--- src/rtl/mux7seg_scan_driver_pkg.sv ---
// Shared definitions for the multiplexed 7-segment scan driver: segment
// patterns in active-low form {a,b,c,d,e,f,g} and width helpers.
package mux7seg_scan_driver_pkg;

  localparam logic [6:0] SEG_0   = 7'b0000001;
  localparam logic [6:0] SEG_1   = 7'b1001111;
  localparam logic [6:0] SEG_2   = 7'b0010010;
  localparam logic [6:0] SEG_3   = 7'b0000110;
  localparam logic [6:0] SEG_4   = 7'b1001100;
  localparam logic [6:0] SEG_5   = 7'b0100100;
  localparam logic [6:0] SEG_6   = 7'b0100000;
  localparam logic [6:0] SEG_7   = 7'b0001111;
  localparam logic [6:0] SEG_8   = 7'b0000000;
  localparam logic [6:0] SEG_9   = 7'b0000100;
  localparam logic [6:0] SEG_A   = 7'b0001000;
  localparam logic [6:0] SEG_B   = 7'b1100000;
  localparam logic [6:0] SEG_C   = 7'b0110001;
  localparam logic [6:0] SEG_D   = 7'b1000010;
  localparam logic [6:0] SEG_E   = 7'b0110000;
  localparam logic [6:0] SEG_F   = 7'b0111000;
  localparam logic [6:0] SEG_OFF = 7'b1111111;

  // Ceiling log2; returns 0 for values <= 1.
  function automatic int clog2(input int value);
    int result;
    int rem;
    result = 0;
    rem    = value - 1;
    while (rem > 0) begin
      result = result + 1;
      rem    = rem >> 1;
    end
    return result;
  endfunction

  // Bits needed to count 0..count-1, never narrower than one bit.
  function automatic int width_of(input int count);
    return (clog2(count) < 1) ? 1 : clog2(count);
  endfunction

endpackage

--- src/rtl/seg7_code_decode.sv ---
// Combinational 4-bit code to 7-segment pattern (active-low form).
// Codes 10-15 are letters when HEX_EN is set, otherwise blank.
module seg7_code_decode
  import mux7seg_scan_driver_pkg::*;
#(
  parameter int HEX_EN = 0
) (
  input  logic [3:0] code_i,
  output logic [6:0] seg_o
);

  // Pattern lookup; letters collapse to blank in decimal-only builds.
  always_comb begin
    // NOTE: assign a default before the case so every path drives seg_o and no latch is inferred.
    seg_o = SEG_OFF;
    case (code_i)
      4'h0:    seg_o = SEG_0;
      4'h1:    seg_o = SEG_1;
      4'h2:    seg_o = SEG_2;
      4'h3:    seg_o = SEG_3;
      4'h4:    seg_o = SEG_4;
      4'h5:    seg_o = SEG_5;
      4'h6:    seg_o = SEG_6;
      4'h7:    seg_o = SEG_7;
      4'h8:    seg_o = SEG_8;
      4'h9:    seg_o = SEG_9;
      4'hA:    seg_o = (HEX_EN != 0) ? SEG_A : SEG_OFF;
      4'hB:    seg_o = (HEX_EN != 0) ? SEG_B : SEG_OFF;
      4'hC:    seg_o = (HEX_EN != 0) ? SEG_C : SEG_OFF;
      4'hD:    seg_o = (HEX_EN != 0) ? SEG_D : SEG_OFF;
      4'hE:    seg_o = (HEX_EN != 0) ? SEG_E : SEG_OFF;
      4'hF:    seg_o = (HEX_EN != 0) ? SEG_F : SEG_OFF;
      default: seg_o = SEG_OFF;
    endcase
  end

endmodule

--- src/rtl/mux7seg_scan_driver.sv ---
// Time-multiplexed N-digit 7-segment driver. A prescaler divides clk into
// digit slots; each slot starts with one dark cycle to stop ghosting, then
// lights the selected digit. Supports leading-zero blanking and per-digit blink.
module mux7seg_scan_driver
  import mux7seg_scan_driver_pkg::*;
#(
  parameter int NUM_DIGITS     = 3,
  parameter int REFRESH_DIV    = 50000,
  parameter int BLINK_FRAMES   = 64,
  parameter int HEX_EN         = 0,
  parameter int SEG_ACTIVE_LOW = 1,
  parameter int AN_ACTIVE_LOW  = 1,
  localparam int SCAN_W        = width_of(NUM_DIGITS)
) (
  input  logic                    clk,
  input  logic                    rst_n,
  input  logic [4*NUM_DIGITS-1:0] digits_in,
  input  logic                    load,
  input  logic                    blank_lz,
  input  logic                    blink_en,
  input  logic [NUM_DIGITS-1:0]   blink_mask,
  output logic [6:0]              segs,
  output logic [NUM_DIGITS-1:0]   an,
  output logic [SCAN_W-1:0]       scan_idx,
  output logic                    frame_tick
);

  localparam int PRE_W = width_of(REFRESH_DIV);
  localparam int FRM_W = width_of(BLINK_FRAMES);

  localparam logic [6:0]            SEGS_DARK = (SEG_ACTIVE_LOW != 0) ? 7'h7F : 7'h00;
  localparam logic [NUM_DIGITS-1:0] AN_DARK   = (AN_ACTIVE_LOW != 0) ? '1 : '0;

  logic [PRE_W-1:0]        prescaler_q, prescaler_d;
  logic [SCAN_W-1:0]       scan_idx_q, scan_idx_d;
  logic [FRM_W-1:0]        frame_cnt_q, frame_cnt_d;
  logic                    blink_phase_q, blink_phase_d;
  logic                    frame_tick_q, frame_tick_d;
  logic [4*NUM_DIGITS-1:0] shadow_q, shadow_d;
  logic [6:0]              segs_q, segs_d;
  logic [NUM_DIGITS-1:0]   an_q, an_d;

  logic                    terminal;
  logic                    frame_wrap;
  logic                    dead;
  logic [NUM_DIGITS-1:0]   digit_blank;
  logic [NUM_DIGITS-1:0]   an_onehot;
  logic [3:0]              sel_code;
  logic                    sel_blank;
  logic [6:0]              sel_pattern;
  logic [6:0]              seg_raw;
  logic [NUM_DIGITS-1:0]   an_raw;

  assign terminal   = (prescaler_q == PRE_W'(REFRESH_DIV - 1));
  assign frame_wrap = terminal && (scan_idx_q == SCAN_W'(NUM_DIGITS - 1));
  assign dead       = (prescaler_q == '0);

  // Timing chain: prescaler, scan index, frame counter, blink phase, shadow.
  always_comb begin
    prescaler_d   = terminal ? '0 : prescaler_q + PRE_W'(1);
    scan_idx_d    = scan_idx_q;
    frame_cnt_d   = frame_cnt_q;
    blink_phase_d = blink_phase_q;
    frame_tick_d  = frame_wrap;
    shadow_d      = load ? digits_in : shadow_q;
    if (terminal) begin
      scan_idx_d = frame_wrap ? '0 : scan_idx_q + SCAN_W'(1);
    end
    if (frame_wrap) begin
      if (frame_cnt_q == FRM_W'(BLINK_FRAMES - 1)) begin
        frame_cnt_d   = '0;
        blink_phase_d = ~blink_phase_q;
      end else begin
        frame_cnt_d = frame_cnt_q + FRM_W'(1);
      end
    end
  end

  // Per-digit blanking, then select the digit in the current slot.
  always_comb begin
    logic zero_above;
    zero_above  = 1'b1;
    digit_blank = '0;
    an_onehot   = '0;
    sel_code    = 4'h0;
    sel_blank   = 1'b0;
    // Walk from the most significant digit down, tracking "all zero so far".
    for (int i = NUM_DIGITS - 1; i >= 0; i--) begin
      zero_above     = zero_above && (shadow_q[4*i +: 4] == 4'h0);
      digit_blank[i] = (blank_lz && zero_above && (i != 0)) ||
                       (blink_en && blink_phase_q && blink_mask[i]);
    end
    for (int i = 0; i < NUM_DIGITS; i++) begin
      if (scan_idx_q == SCAN_W'(i)) begin
        sel_code     = shadow_q[4*i +: 4];
        sel_blank    = digit_blank[i];
        an_onehot[i] = 1'b1;
      end
    end
  end

  seg7_code_decode #(
    .HEX_EN (HEX_EN)
  ) u_decode (
    .code_i (sel_code),
    .seg_o  (sel_pattern)
  );

  // Output register inputs: dark on the first cycle of a slot, polarity last.
  always_comb begin
    seg_raw = (dead || sel_blank) ? SEG_OFF : sel_pattern;
    an_raw  = dead ? '0 : an_onehot;
    segs_d  = (SEG_ACTIVE_LOW != 0) ? seg_raw : ~seg_raw;
    an_d    = (AN_ACTIVE_LOW != 0) ? ~an_raw : an_raw;
  end

  // All state, with synchronous active-low reset.
  always_ff @(posedge clk) begin
    // NOTE: sequential state uses non-blocking assignments so every register samples pre-edge values.
    if (!rst_n) begin
      prescaler_q   <= '0;
      scan_idx_q    <= '0;
      frame_cnt_q   <= '0;
      blink_phase_q <= 1'b0;
      frame_tick_q  <= 1'b0;
      // NOTE: the shadow is reset on purpose so a freshly reset display shows zeros, not stale digits.
      shadow_q      <= '0;
      segs_q        <= SEGS_DARK;
      an_q          <= AN_DARK;
    end else begin
      prescaler_q   <= prescaler_d;
      scan_idx_q    <= scan_idx_d;
      frame_cnt_q   <= frame_cnt_d;
      blink_phase_q <= blink_phase_d;
      frame_tick_q  <= frame_tick_d;
      shadow_q      <= shadow_d;
      segs_q        <= segs_d;
      an_q          <= an_d;
    end
  end

  assign segs       = segs_q;
  assign an         = an_q;
  assign scan_idx   = scan_idx_q;
  assign frame_tick = frame_tick_q;

endmodule

--- config.mk ---
export PLATFORM = sky130hd
export DESIGN_NAME = mux7seg_scan_driver
export DESIGN_NICKNAME = d
export VERILOG_FILES = /design/src/rtl/mux7seg_scan_driver_pkg.sv /design/src/rtl/seg7_code_decode.sv /design/src/rtl/mux7seg_scan_driver.sv
export SDC_FILE = /design/constraint.sdc
export NUM_CORES = 1
export LEC_CHECK = 0
export ABC_AREA = 1
export BUFFER_PORTS_ARGS = -buffer_cell sky130_fd_sc_hd__buf_2
export CORE_AREA = 4 4 69 71
export CTS_BUF_LIST = sky130_fd_sc_hd__clkbuf_8
export DETAILED_ROUTE_END_ITERATION = 6
export DIE_AREA = 0 0 73 75
export HOLD_SLACK_MARGIN = 0.03
export PLACE_DENSITY_LB_ADDON = 0.2
export SLEW_MARGIN = 20
export SYNTH_ARGS = -nofsm -noshare
export SYNTH_HDL_FRONTEND = slang
export SYNTH_HIERARCHICAL = 1
export SYNTH_SLANG_ARGS = --single-unit
--- constraint.sdc ---
create_clock -name clk -period 3.8 [get_ports clk]
set_input_delay 0.95 -clock clk [delete_from_list [all_inputs] [get_ports clk]]
set_output_delay 0.95 -clock clk [all_outputs]
set_load 0.02 [all_outputs]
**Word-level counts from Yosys, hierarchy flattened**

Memories as Yosys holds them, arrays and structs flattened. A register that Yosys moved wholly into a read port is not among the register bits.
Index checks and enable logic that the tools add are counted.

- Register bits after elaboration: 41
- Input bits: 20
- ROM bits: 112
- Latch bits: 0
- Memory bits (writable): 0
- Output and inout port bits: 13
- Memories: 1

- $add $sub $neg: 3
- Shift operators: 0
- Bitwise gates (word level): 3
- Eq/ne operators: 4
- Muxes and demuxes: 12
- Div/mod/pow operators: 0
- $lt $le $gt $ge: 0
- Reduce and logical (&&, ||, !) cells: 18
- Multiply operators: 0

Memories:

| name | words | bits a word | read ports | clocked after Yosys merged registers in | wr ports | line | text |
|---|---|---|---|---|---|---|---|
| (no name shown) | 16 | 7 | 1 | 1 | 0 | seg7_code_decode.sv:16 | `case (code_i)` |

Operators with widths:

| kind | number |
|---|---|
| adder 16 x 1 -> 16 bit, second input constant | 1 |
| == test 16 bit, second input constant | 1 |
| zero test 16 bit | 1 |
| 2-to-1 mux 4 bit | 3 |
| logical AND 1 bit | 8 |
| zero test 4 bit | 2 |
| adder 6 x 1 -> 6 bit, second input constant | 1 |
| == test 6 bit, second input constant | 1 |
| 2-to-1 mux 1 bit | 6 |
| 2-to-1 mux 6 bit | 1 |
| OR reduction 2 bit | 2 |
| logical OR 1 bit | 3 |
| 2-to-1 mux 3 bit | 1 |
| inverter 3 bit | 1 |
| adder 2 x 1 -> 2 bit, second input constant | 1 |
| == test 2 x 1 -> 1 bit, second input constant | 1 |
| == test 2 bit, second input constant | 1 |
| zero test 2 bit | 1 |
| 2-to-1 mux 2 bit | 1 |
| inverter 1 bit | 2 |
| AND reduction 2 bit | 1 |

**Longest topological paths before layout**

- Depth in word-level cells: 8
- Depth in mapped cells: 12

**By module**

Netlist, hierarchy kept.

Modules (own cells, without submodules):

| module | seq. area each (um2) | times used | area each (um2) | cells an instance |
|---|---|---|---|---|
| mux7seg_scan_driver | 960.9 | 1 | 2,228.4 | 321 |
| seg7_code_decode | 0.0 | 1 | 187.7 | 35 |

**Worst setup path before layout**

Ideal clock, no wire load.

- Kind: register -> register
- Start point: register scan_idx_q[1], in the netlist scan_idx[1]
- End point: register segs_q[3], in the netlist segs[3]
- Arrival: 1,983 ps
- Period minus slack after synthesis: 2,117 ps
- Path slack: 1,683 ps
- Required time: 3,665 ps
- Stages on the path, launching flop included: 12
- Cells stage by stage: dfxtp_1 inv_1 nor2_1 inv_1 o211ai_1 inv_1 ha_1 nand2_1 nand3_1 nand2_1 inv_1 nand4_1

RTL lines:

| element | line | text |
|---|---|---|
| from (decl) | mux7seg_scan_driver.sv:35 | `logic [SCAN_W-1:0] scan_idx_q, scan_idx_d;` |
| from (signal assigned) | mux7seg_scan_driver.sv:132 | `scan_idx_q <= scan_idx_d;` |
| zero test 2 bit | mux7seg_scan_driver.sv:94 | `if (scan_idx_q == SCAN_W'(i)) begin` |
| 2-to-1 mux 4 bit (2 in a row) | mux7seg_scan_driver.sv:94 |  |
| 2-to-1 mux 4 bit (*) | mux7seg_scan_driver.sv:94 |  |
| named net sel_code[1] | mux7seg_scan_driver.sv:48 | `logic [3:0] sel_code;` |
| to (decl) | mux7seg_scan_driver.sv:40 | `logic [6:0] segs_q, segs_d;` |

Mark *: on every way through the listed nets, which the timed path passes. The rest lies on a longest branch.
A chain may end at the register's enable or synchronous reset.

**Worst setup path after layout**

Same ends and word-level chain as after synthesis.

==> impl_metrics.toml <==
[clock_network]
ctsHoldBuffers = 0
cts-root-buf = "clkbuf_8"
clock_path_buffers = 2
clkSinkCount = 48
cts_tree = "done"
clk_latency_ns = 0.30
numCtsBuffers = 5
cts_resized = 0
clk_pin_slew_ns = 0.09
post_cts_buffers = 0
htree_levels = 2

[detailed_routing]
final_antenna_net_count = 0
vias = 2256
routed_wl_um = 4870
post_drt_wl_per_cell_um = 11.0
first_pass_iters = 5
drc = 0
drt_iter0_markers = 117
drt-vias-per-instance = 5.08

[yosys]
yosysTopAreaCellShare_pct = 39.8
synth.most_common_cell = "nand2_1"
async_flop_share_pct = 0
postSynthAreaPerCell_um2 = 6.79
synth_top_flop_cell = "dfxtp_1"
synth_common_cells = "nand2_1 (88), nor2_1 (52), dfxtp_1 (48)"
synthesis.nets = 384
ys_seq_area_share_pct = 39.8
yosysTopAreaCell = "dfxtp_1"
synth_edf_count = 0
syn_inst = 356
synthTopCellsByArea = "dfxtp_1 (40%), nand2_1 (14%), nor2_1 (8.1%), inv_1 (6.5%), a21oi_1 (5.2%)"
synth_area_um2 = 2420
synth_warnings = 6
ys_types = 27
synth-seq-cells = 48

[grt]
grt_use_total_pct = 18.6
first_global_vias = 1875
grt_pass1_wl_um = 8080
grt_max_degree = 22
antenna_found_initial = 0
grt_overflow = 0

[sta]
slew_headroom_pct = 56.7
finClkSkew_ns = 0.00866
finalCritPeriodShare_pct = 60.1
fin_crit_ns = 2.28
setup_viol = 0
rsz0062_at_grt = "no"
hold_viol_final = 0
max_freq_mhz = 438
worst_slew_pin_slew_ns = 0.646
fin_setup_tns_ns = 0
slew_viol_final = 0
setup_ws_ns = 1.52

[pwr]
leakage_nw = 1.11
power.total_uw = 945
ir_drop_v = 0.000214
power_density_nw_per_um2 = 348

[cells_and_area]
antenna_cells = 0
final_layout_size_suffix_gt1_share_pct = 14.3
finish.utilization_pct = 64.1
fill_cells = 392
syn_to_final_growth_pct = 12.3
final_nets = 419

[floorplan]
die_area_um2 = 5480
die_w_um = 73
rows = 24
fp.coreArea_um2 = 4230
io_pins = 33
die_h_um = 75
start_util_pct = 57.1

[worst_setup_path]
r2r-end = "segs[3]"
rr_worst_depth = 11
r2r_slack_ns = 1.52
start_kind = "register"
critPathCapture = "segs[3]"
critPathLaunch = "scan_idx[1]"
end_kind = "register"
critical_path_arrival_ns = 2.45
crit_fanout = 6
r2r_start = "scan_idx[1]"
cp.required_ns = 3.97
path_class = "register to register"

[run]
maxCapViolations = 0

[placement]
port_buffers = 32
pre_cts_ws_ns = 1.51
gp_congestion = 0.922
hpwl_um = 3770

[outcome]
outcome = "completed"

[min_path]
holdCritPathClass = "register to register"
worst min path at each step:
stage	end	depth (start not counted)	from
after global placement	prescaler_q[0]	1	prescaler_q[0]
after floorplan	prescaler_q[0]	1	prescaler_q[0]
after detailed placement	shadow_q[4]	2	shadow_q[4]
after CTS	shadow_q[4]	2	shadow_q[4]
final	shadow_q[4]	2	shadow_q[4]
after global routing	shadow_q[4]	2	shadow_q[4]
logic make-up (layout without fill, tap and decap cells):
| family | Yosys count | count (layout) | share of synthesized area [%] |
|---|---|---|---|
| simple gates | 194 | 194 | 35.0 |
| buf+inv | 52 | 88 | 8.44 |
| compound gates | 50 | 50 | 11.2 |
| flops | 48 | 48 | 39.8 |
| fa+ha+maj | 8 | 8 | 4.14 |
| xor+xnor | 4 | 4 | 1.45 |
metal layers:
layer  GRT usage, %  routed length, um
met5              0                  0
met4           6.56                 92
met3           4.94                286
met2           29.4               2140
met1           24.5               2350
cells in the final DEF (no fill, tap or decap), types with 2 or more instances in the layout:
master / synthesis / routed
nand2_1: 88 / 88
nor2_1: 52 / 52
dfxtp_1: 48 / 48
inv_1: 42 / 43
buf_2: 0 / 32
a21oi_1: 25 / 25
nand3_1: 20 / 20
o21ai_0: 18 / 18
nand4_1: 14 / 14
nor3_1: 8 / 8
ha_1: 8 / 8
clkbuf_8: 0 / 6
o211ai_1: 5 / 5
inv_2: 4 / 4
xor2_1: 4 / 4
nor2_2: 3 / 3
nand2_2: 2 / 2
nand3_2: 2 / 2
sequential cells by signal, indices dropped and copies added, names as in the netlist:
register / count
scan_idx: 2
prescaler_q: 16
frame_tick: 1
an: 3
segs: 7
blink_phase_q: 1
shadow_q: 12
frame_cnt_q: 6
worst max-delay path, cell delays in order (launching register included):
cell	delay, ns
dfxtp_1	0.37
inv_1	0.07
nor2_1	0.26
inv_1	0.19
o211ai_1	0.43
inv_1	0.16
ha_1	0.31
nand2_1	0.07
nand3_1	0.12
nand2_1	0.05
inv_1	0.05
nand4_1	0.07
area by class of cell:
cell class / instances / area, um2 / area share, %
clock buffer: 6 / 82.6 / 3.04
clock inverter: 2 / 11.3 / 0.415
inverter: 48 / 181 / 6.69
multi-input combinational: 256 / 1250 / 46.1
sequential: 48 / 961 / 35.4
tap: 52 / 65.1 / 2.40
timing repair buffer: 32 / 160 / 5.90
where the power goes:
| group | leakage (nW) | internal [mW] | switching, mW | total (mW) |
|---|---|---|---|---|
| Clock | 0.0486 | 0.145 | 0.163 | 0.309 |
| Sequential | 0.392 | 0.523 | 0.00898 | 0.532 |
| Combinational | 0.670 | 0.0377 | 0.0672 | 0.105 |
stage by stage:
stage	instance area, um2	std cells	hold slack, ns
4_1_cts	2710	444	0.480
2_1_floorplan	2420	356	0.440
6_report	2710	444	0.479
5_1_grt	2710	444	0.500
3_3_place_gp	2620	436	0.455
3_5_place_dp	2620	436	0.465
Note: power is estimated with default switching activity, not from simulation.
